--- config.mk ---
export PLATFORM = sky130hd
export DESIGN_NAME = ram_access_ctrl
export DESIGN_NICKNAME = d
export VERILOG_FILES = /design/src/rtl/ram_access_ctrl.sv
export SDC_FILE = /design/constraint.sdc
export NUM_CORES = 1
export LEC_CHECK = 0
export BUFFER_PORTS_ARGS = -buffer_cell sky130_fd_sc_hd__clkbuf_2
export CAP_MARGIN = 20
export CELL_PAD_IN_SITES_DETAIL_PLACEMENT = 0
export CELL_PAD_IN_SITES_GLOBAL_PLACEMENT = 2
export CORE_MARGIN = 2
export CORE_UTILIZATION = 32
export CTS_CLUSTER_DIAMETER = 40
export DETAILED_ROUTE_END_ITERATION = 16
export PLACE_DENSITY_LB_ADDON = 0.1
export SYNTH_ARGS = -nofsm -noshare
export SYNTH_HDL_FRONTEND = slang
export SYNTH_SLANG_ARGS = --single-unit
--- constraint.sdc ---
create_clock -name clk -period 4.15 [get_ports clk]
set_clock_uncertainty 0.05 [all_clocks]
set_input_delay 0.6225 -clock clk [delete_from_list [all_inputs] [get_ports clk]]
set_output_delay 0.6225 -clock clk [all_outputs]
set_load 0.1 [all_outputs]
--- src/rtl/ram_access_ctrl.sv ---
// Arbitrates instruction-fetch and data requests onto a strobe-driven RAM,
// sequencing enable/ready handshakes, dword split transfers and WAIT timeouts.
module ram_access_ctrl #(
    parameter int unsigned TIMEOUT = 16
) (
    input  logic        clk,
    input  logic        reset,
    input  logic        if_req,
    input  logic [7:0]  if_addr,
    output logic        if_ack,
    output logic [31:0] if_rdata,
    input  logic        d_req,
    input  logic        d_rw,
    input  logic [1:0]  d_dtype,
    input  logic [7:0]  d_addr,
    input  logic [63:0] d_wdata,
    output logic        d_ack,
    output logic [63:0] d_rdata,
    output logic        mem_enable,
    output logic        mem_ready,
    output logic        mem_rw,
    output logic [1:0]  mem_dtype,
    output logic        mem_dwp1,
    output logic [7:0]  mem_addr,
    output logic [31:0] mem_wdata,
    input  logic        mem_clear,
    input  logic [31:0] mem_rdata,
    output logic        timeout_err
);
    localparam int unsigned CW       = $clog2(TIMEOUT + 1);
    localparam logic [1:0]  DT_WORD  = 2'b10;
    localparam logic [1:0]  DT_DWORD = 2'b11;

    typedef enum logic [2:0] {IDLE, SETUP, STROBE, WAIT, RELEASE, ACK} state_t;

    state_t        state;
    logic          last_d;
    logic          gnt_d;
    logic          phase2;
    logic          aborted;
    logic [1:0]    dtype;
    logic [31:0]   wd_lo;
    logic [31:0]   hi_buf;
    logic [CW-1:0] wait_cnt;

    logic          grant_d;
    logic          sel_rw;
    logic [1:0]    sel_dtype;
    logic [7:0]    sel_addr;
    logic [63:0]   sel_wdata;
    logic          is_dword;

    function automatic logic [7:0] align_addr(input logic [7:0] a, input logic [1:0] t);
        case (t)
            2'b01:   return a & 8'hFE;
            2'b10:   return a & 8'hFC;
            2'b11:   return a & 8'hF8;
            default: return a;
        endcase
    endfunction

    // Round-robin choice: data wins unless fetch is also pending and data won last.
    always_comb begin
        grant_d   = d_req && (!if_req || !last_d);
        sel_rw    = 1'b0;
        sel_dtype = DT_WORD;
        sel_addr  = if_addr;
        sel_wdata = '0;
        if (grant_d) begin
            sel_rw    = d_rw;
            sel_dtype = d_dtype;
            sel_addr  = d_addr;
            sel_wdata = d_wdata;
        end
    end

    assign is_dword = (dtype == DT_DWORD);

    always_ff @(posedge clk) begin
        if (reset) begin
            state       <= IDLE;
            last_d      <= 1'b0;
            gnt_d       <= 1'b0;
            phase2      <= 1'b0;
            aborted     <= 1'b0;
            dtype       <= '0;
            wd_lo       <= '0;
            hi_buf      <= '0;
            wait_cnt    <= '0;
            mem_enable  <= 1'b1;
            mem_ready   <= 1'b0;
            mem_rw      <= 1'b0;
            mem_dtype   <= '0;
            mem_dwp1    <= 1'b1;
            mem_addr    <= '0;
            mem_wdata   <= '0;
            if_ack      <= 1'b0;
            d_ack       <= 1'b0;
            if_rdata    <= '0;
            d_rdata     <= '0;
            timeout_err <= 1'b0;
        end else begin
            if_ack      <= 1'b0;
            d_ack       <= 1'b0;
            timeout_err <= 1'b0;
            case (state)
                IDLE: begin
                    if (if_req || d_req) begin
                        gnt_d      <= grant_d;
                        last_d     <= grant_d;
                        dtype      <= sel_dtype;
                        wd_lo      <= sel_wdata[31:0];
                        phase2     <= 1'b0;
                        aborted    <= 1'b0;
                        hi_buf     <= '0;
                        mem_addr   <= align_addr(sel_addr, sel_dtype);
                        mem_rw     <= sel_rw;
                        mem_dtype  <= sel_dtype;
                        mem_dwp1   <= 1'b1;
                        mem_wdata  <= (sel_dtype == DT_DWORD) ? sel_wdata[63:32] : sel_wdata[31:0];
                        mem_enable <= 1'b0;
                        mem_ready  <= 1'b0;
                        state      <= SETUP;
                    end
                end
                SETUP: begin
                    mem_enable <= 1'b0;
                    mem_ready  <= 1'b1;
                    state      <= STROBE;
                end
                STROBE: begin
                    wait_cnt <= '0;
                    state    <= WAIT;
                end
                WAIT: begin
                    if (mem_clear) begin
                        mem_enable <= 1'b1;
                        state      <= RELEASE;
                    end else if (wait_cnt == CW'(TIMEOUT - 1)) begin
                        aborted    <= 1'b1;
                        mem_enable <= 1'b1;
                        state      <= RELEASE;
                    end else begin
                        wait_cnt <= wait_cnt + CW'(1);
                    end
                end
                RELEASE: begin
                    // Ready falls while enable is still high, so the RAM ignores this edge;
                    // enable then stays high through the dword phase-2 SETUP for the same reason.
                    mem_ready <= 1'b0;
                    if (is_dword && !phase2 && !aborted) begin
                        hi_buf    <= mem_rdata;
                        phase2    <= 1'b1;
                        mem_dwp1  <= 1'b0;
                        mem_wdata <= wd_lo;
                        state     <= SETUP;
                    end else begin
                        timeout_err <= aborted;
                        state       <= ACK;
                        if (gnt_d) begin
                            d_ack <= 1'b1;
                            if (aborted)
                                d_rdata <= '0;
                            else if (is_dword)
                                d_rdata <= {hi_buf, mem_rdata};
                            else
                                d_rdata <= {32'h0, mem_rdata};
                        end else begin
                            if_ack   <= 1'b1;
                            if_rdata <= aborted ? 32'h0 : mem_rdata;
                        end
                    end
                end
                ACK: begin
                    state <= IDLE;
                end
                default: begin
                    state <= IDLE;
                end
            endcase
        end
    end
endmodule

---- Yosys cells after proc, flatten, opt, wreduce, memory -nomap -nowiden ----
Cells that the tools add are included.
storage, ports and cells
  output and inout port bits .............. 145
  memory bits (read-only) ................. 0
  register bits after elaboration ......... 220
  latch bits .............................. 0
  input port bits ......................... 120
  logic and storage cells ................. 100
  memory bits (writable) .................. 0
  memories kept ........................... 0
cells by class
  shift-type cells ........................ 0
  add/subtract/negate cells ............... 1
  $lt $le $gt $ge ......................... 0
  muxes and demuxes ....................... 37
  $mul .................................... 0
  div/mod/pow operators ................... 0
  bitwise operators ....................... 3
  reduce and logical (&&, ||, !) cells .... 25
  equality and inequality tests ........... 15
operators by type and width
  cell                   count
  $mux W32               6
  $mux W64               3
  $pmux W32 S2           2
  $pmux W3 S5            1
  $reduce_and A3 Y1      5
  $mux W3                4
  $mux W1                10
  $mux W5                2
  $ne A2 B2 Y1 const B   5
  $pmux W5 S2            1
  $pmux W3 S3            1
  $mux W8                1
  $eq A2 B2 Y1 const B   3
  $eq A3 B2 Y1 const B   2
  $pmux W1 S2            3
  $pmux W1 S3            2
  $reduce_and A2 Y1      3
  $reduce_bool A2 Y1     3
  $reduce_bool A3 Y1     2
  $add A5 B1 Y5 const B  1
  $eq A5 B4 Y1 const B   1
  $logic_not A1 Y1       4
  $reduce_and A4 Y1      1
  $eq A3 B1 Y1 const B   1
  other kinds (9)        14

---- Depth between registers and ports, before layout ----
  word-level depth ........................ 8
  mapped depth ............................ 8
  depth with buffers taken out ............ 7

---- Worst setup path before layout ----
OpenSTA, ideal clock, no wires.
  path kind ............................... reg-to-reg
  start point ............................. reg dtype[1]
  end point ............................... reg d_rdata[34]
  cell stages (with the launch flop) ...... 8
  required time ........................... 4038 ps
  data arrival time ....................... 2091 ps
  setup slack ............................. 1947 ps
  period minus slack after synthesis ...... 2203 ps
  buffers on the path ..................... 3
  library setup time ...................... 62 ps
  cells stage by stage .................... dfxtp_1 > nand4bb_1 > clkbuf_2 > and3_1 > buf_2 > nor2_2 > buf_2 > a22o_1
on the way
  longest elaborated chain between the ends .. 5
  elaborated cells on any way between the ends .. 7
  classes of those cells .................. eq/ne: 1; mux: 2; bitwise: 1; reduce/logical: 3
RTL lines
  item                                RTL line  source
  start, declared                     41        logic [1:0] dtype;
  start signal, assigned              111       dtype <= sel_dtype;
  $eq A2 B2 Y1 *                      77        assign is_dword = (dtype == DT_DWORD);
  $logic_and A1 B1 Y1 (2 in a row)    151       if (is_dword && !phase2 && !aborted) begin
  $not A1 Y1 (no source line)         -
  $reduce_and A3 Y1 (no source line)  -
  end signal, assigned                165       d_rdata <= {hi_buf, mem_rdata};
  end signal, assigned                167       d_rdata <= {32'h0, mem_rdata};
  end, declared                       18        output logic [63:0] d_rdata,
Mark *: on every way between the ends. The rest lies on a longest branch, timed or not.
A chain may end at the register's enable or synchronous reset.

---- Final worst setup path ----
  start point ............................. reg state[2]
  end point ............................... reg d_rdata[40]
on the way
  longest elaborated chain between the ends .. 2
RTL lines
  item                                RTL line  source
  start, declared                     36        state_t state;
  start signal, assigned              81        state <= IDLE;
  start signal, assigned              123       state <= SETUP;
  start signal, assigned              129       state <= STROBE;
  $eq A3 B3 Y1                        106       case (state)
  $reduce_and A3 Y1 (no source line)  -
Every way passes these cells.

==> impl_metrics.yaml <==
logic_synthesis:
  ys_ff_latch: 220
  synth_compound_area_share_pct: 20.8
  synth_cells: 999
  yosysSeqAreaShare_pct: 49.5
  synth_warnings: 0
  synth_xor_area_share_pct: 0
  synth-simple-area-share_pct: 19.8
  synth-adder-area-share_pct: 0.281
  synth_largest_area_cell: "dfxtp_1"
  ys_types: 49
  synth_area_mm2: 0.00890
  syn_area_per_cell_um2: 8.90
  synth_nets: 1121
  synthMuxAreaShare_pct: 4.73
  yosysTopAreaCellShare_pct: 49.5
  synth_area_leaders: "dfxtp_1 50%, a21oi_1 7.3%, nand2_1 6.8%"
  synth_top_family_by_area: "compound AO/OA/AOI/OAI gates"
layout:
  final_common_cell: "clkbuf_2"
  final_core_util_pct: 42.9
  drive_gt1_share_pct: 32.5
  nFillCells: 2820
  final_cell_mix: "261 x clkbuf_2, 220 x dfxtp_1, 162 x nand2_1"
  finalNetCount: 1353
  area_delta_synth_final_pct: 33.0
grt:
  grt_first_pass_wirelength_um: 46000
  use_met2_pct: 31.5
  grt_pass1_vias: 7818
  antenna_found_initial: 2
  grt_max_degree: 100
  top_usage_layer: "met2"
  grtUsageMet3_pct: 5.51
  globalRouteMet1Util_pct: 27.2
  grt_overflow: 0
  grt_usage_pct: 20.1
timing:
  clock.fmax_mhz: 358
  hold_ws_ns: 0.286
  worstMarginPinSlew_ns: 0.959
  rsz0062_at_grt: "false"
  post-route-period-util_pct: 67.3
  slew_headroom_pct: 36.0
  setup_violations: 0
  tns_ns: 0
  setup_slack_ns: 1.36
  slew_viol_final: 0
  hold_viol: 0
  fin_crit_ns: 2.79
worst_setup_path:
  crit_type: "reg -> reg"
  start_kind: "flop"
  slowest_delay_ns: 0.77
  required_ns: 4.50
  cp-end-kind: "flop"
  crit_path_cell_trace: "nor3b_1, and3_1, nor2_2, buf_4, a22o_1"
  crit_path_max_fanout: 32
  crit_slowest_cell: "and3_1"
  worstPathArrival_ns: 3.14
run_status:
  outcome: "completed"
power:
  peakVddDrop_v: 0.000242
  power_density_mw_per_mm2: 535
  power.leakage_nw: 4.97
cts:
  postCtsSetupBuffers: 0
  clk_pin_slew_ns: 0.06
  ctsLongestPathBuffers: 3
  numCtsBuffers: 38
  cts_resized: 0
  cts_htree_levels: 2
  cts_root_buffer: "clkbuf_16"
  postCtsHoldBufs: 0
  clk_latency_ns: 0.51
  cts_tree: "done"
  cts.sinks: 220
placed_design:
  place_congestion: 0.757
  dp_hpwl_um: 18200
  io_buffers: 262
  dp_slack_ns: 1.30
routing:
  drt-vias-per-instance: 4.90
  drt_pass1_iterations: 5
  antenna_left: 0
  drt_iter0_markers: 539
  vias: 8014
  wirelength_um: 29700
  wl_per_cell_um: 18.1
  drc: 0
floorplan:
  fp-row-count: 61
  io_pins: 265
  start_util_pct: 32.3
  die_h_um: 171
  die_area_mm2: 0.0292
  core_area_mm2: 0.0276
  fp.dieW_um: 171
min_path:
  hold_class: "in -> reg"
flow_run:
  maxCapViolCount: 0
worst max-delay path: cells and delay by family, from the launching register on:
family / cells / cell delay (ns)
compound gates: 1 / 0.27
flops: 1 / 0.67
simple gates: 3 / 1.40
buf+inv: 1 / 0.28
state kept, by name, summed over array words and instances, names as in the netlist, 2 cells and up:
| name | flops |
|---|---|
| d_rdata | 64 |
| state | 3 |
| dtype | 2 |
| if_rdata | 32 |
| hi_buf | 32 |
| wait_cnt | 5 |
| mem_wdata | 32 |
| mem_addr | 8 |
| wd_lo | 32 |
cells by family after synthesis:
group           after synthesis
flops                       220
simple gates                357
compound gates              288
mux                          38
fa+ha+maj                     2
buf+inv                      94
layout make-up:
type                    instances  area (um2)  share of cell area (%)
multi-input cells             685        4100                    34.7
diodes                          1        2.50                  0.0212
well taps                     378         473                    4.00
clock inverters                20         312                    2.63
inverters                       5        18.8                   0.159
clock buffers                  46        1040                    8.81
flip-flops and latches        220        4400                    37.2
repair buffers                281        1470                    12.5
synthesized netlist by cell type, drive strengths merged:
library cell    n
a2111oi         1
a211oi          7
a21boi          1
a21o            1
a21oi         138
a22o           63
a22oi          33
a2bb2oi         1
a311oi          1
a31oi           1
a32oi           3
and2           33
and3           34
and4bb          1
buf            35
clkbuf         54
dfxtp         220
ha              2
inv             5
mux2           32
mux2i           6
nand2         172
nand2b          2
nand3          35
nand3b          3
nand4bb         1
nor2           26
nor2b          34
nor3            7
nor3b           3
nor4            2
o21a            2
o21ai          33
o22ai           1
o31ai           1
o32ai           1
or2             2
or3             1
or3b            1
path summary, 6_finish.rpt:
| kind | start | end | slack (ns) | cells after the start |
|---|---|---|---|---|
| min reg2reg | wd_lo[17]$_SDFFE_PP0P_ | wd_lo[17]$_SDFFE_PP0P_ | 0.40 | 2 |
| min | mem_rdata[26] | hi_buf[26]$_SDFFE_PP0P_ | 0.29 | 2 |
| max | state[2]$_SDFFE_PP0P_ | d_rdata[40]$_SDFFE_PP0P_ | 1.36 | 5 |
| max reg2reg | state[2]$_SDFFE_PP0P_ | d_rdata[40]$_SDFFE_PP0P_ | 1.36 | 5 |
stage by stage:
step	area (um2)	total power (W)	std cells
6_report	11800	0.00633	1636
5_1_grt	11800	0.00656	1635
4_1_cts	11800	0.00640	1635
3_5_place_dp	10500	0.00304	1569
3_3_place_gp	10500	0.00304	1569
2_1_floorplan	8900	0.00282	999
routing by layer:
| layer | part of all wire, % | vias to the layer above |
|---|---|---|
| li1 | - | 3976 |
| met1 | 46 | 3770 |
| met2 | 45 | 222 |
| met3 | 7.3 | 44 |
| met4 | 1.9 | 2 |
| met5 | 0.044 | - |
where the power goes:
group / switching [W] / total [W] / internal [W]
Combinational: 0.000582 / 0.000772 / 0.000190
Sequential: 0.0000454 / 0.00222 / 0.00218
Clock: 0.00111 / 0.00333 / 0.00223
Total: 0.00173 / 0.00633 / 0.00459
Power figures use the tool's default switching activity.
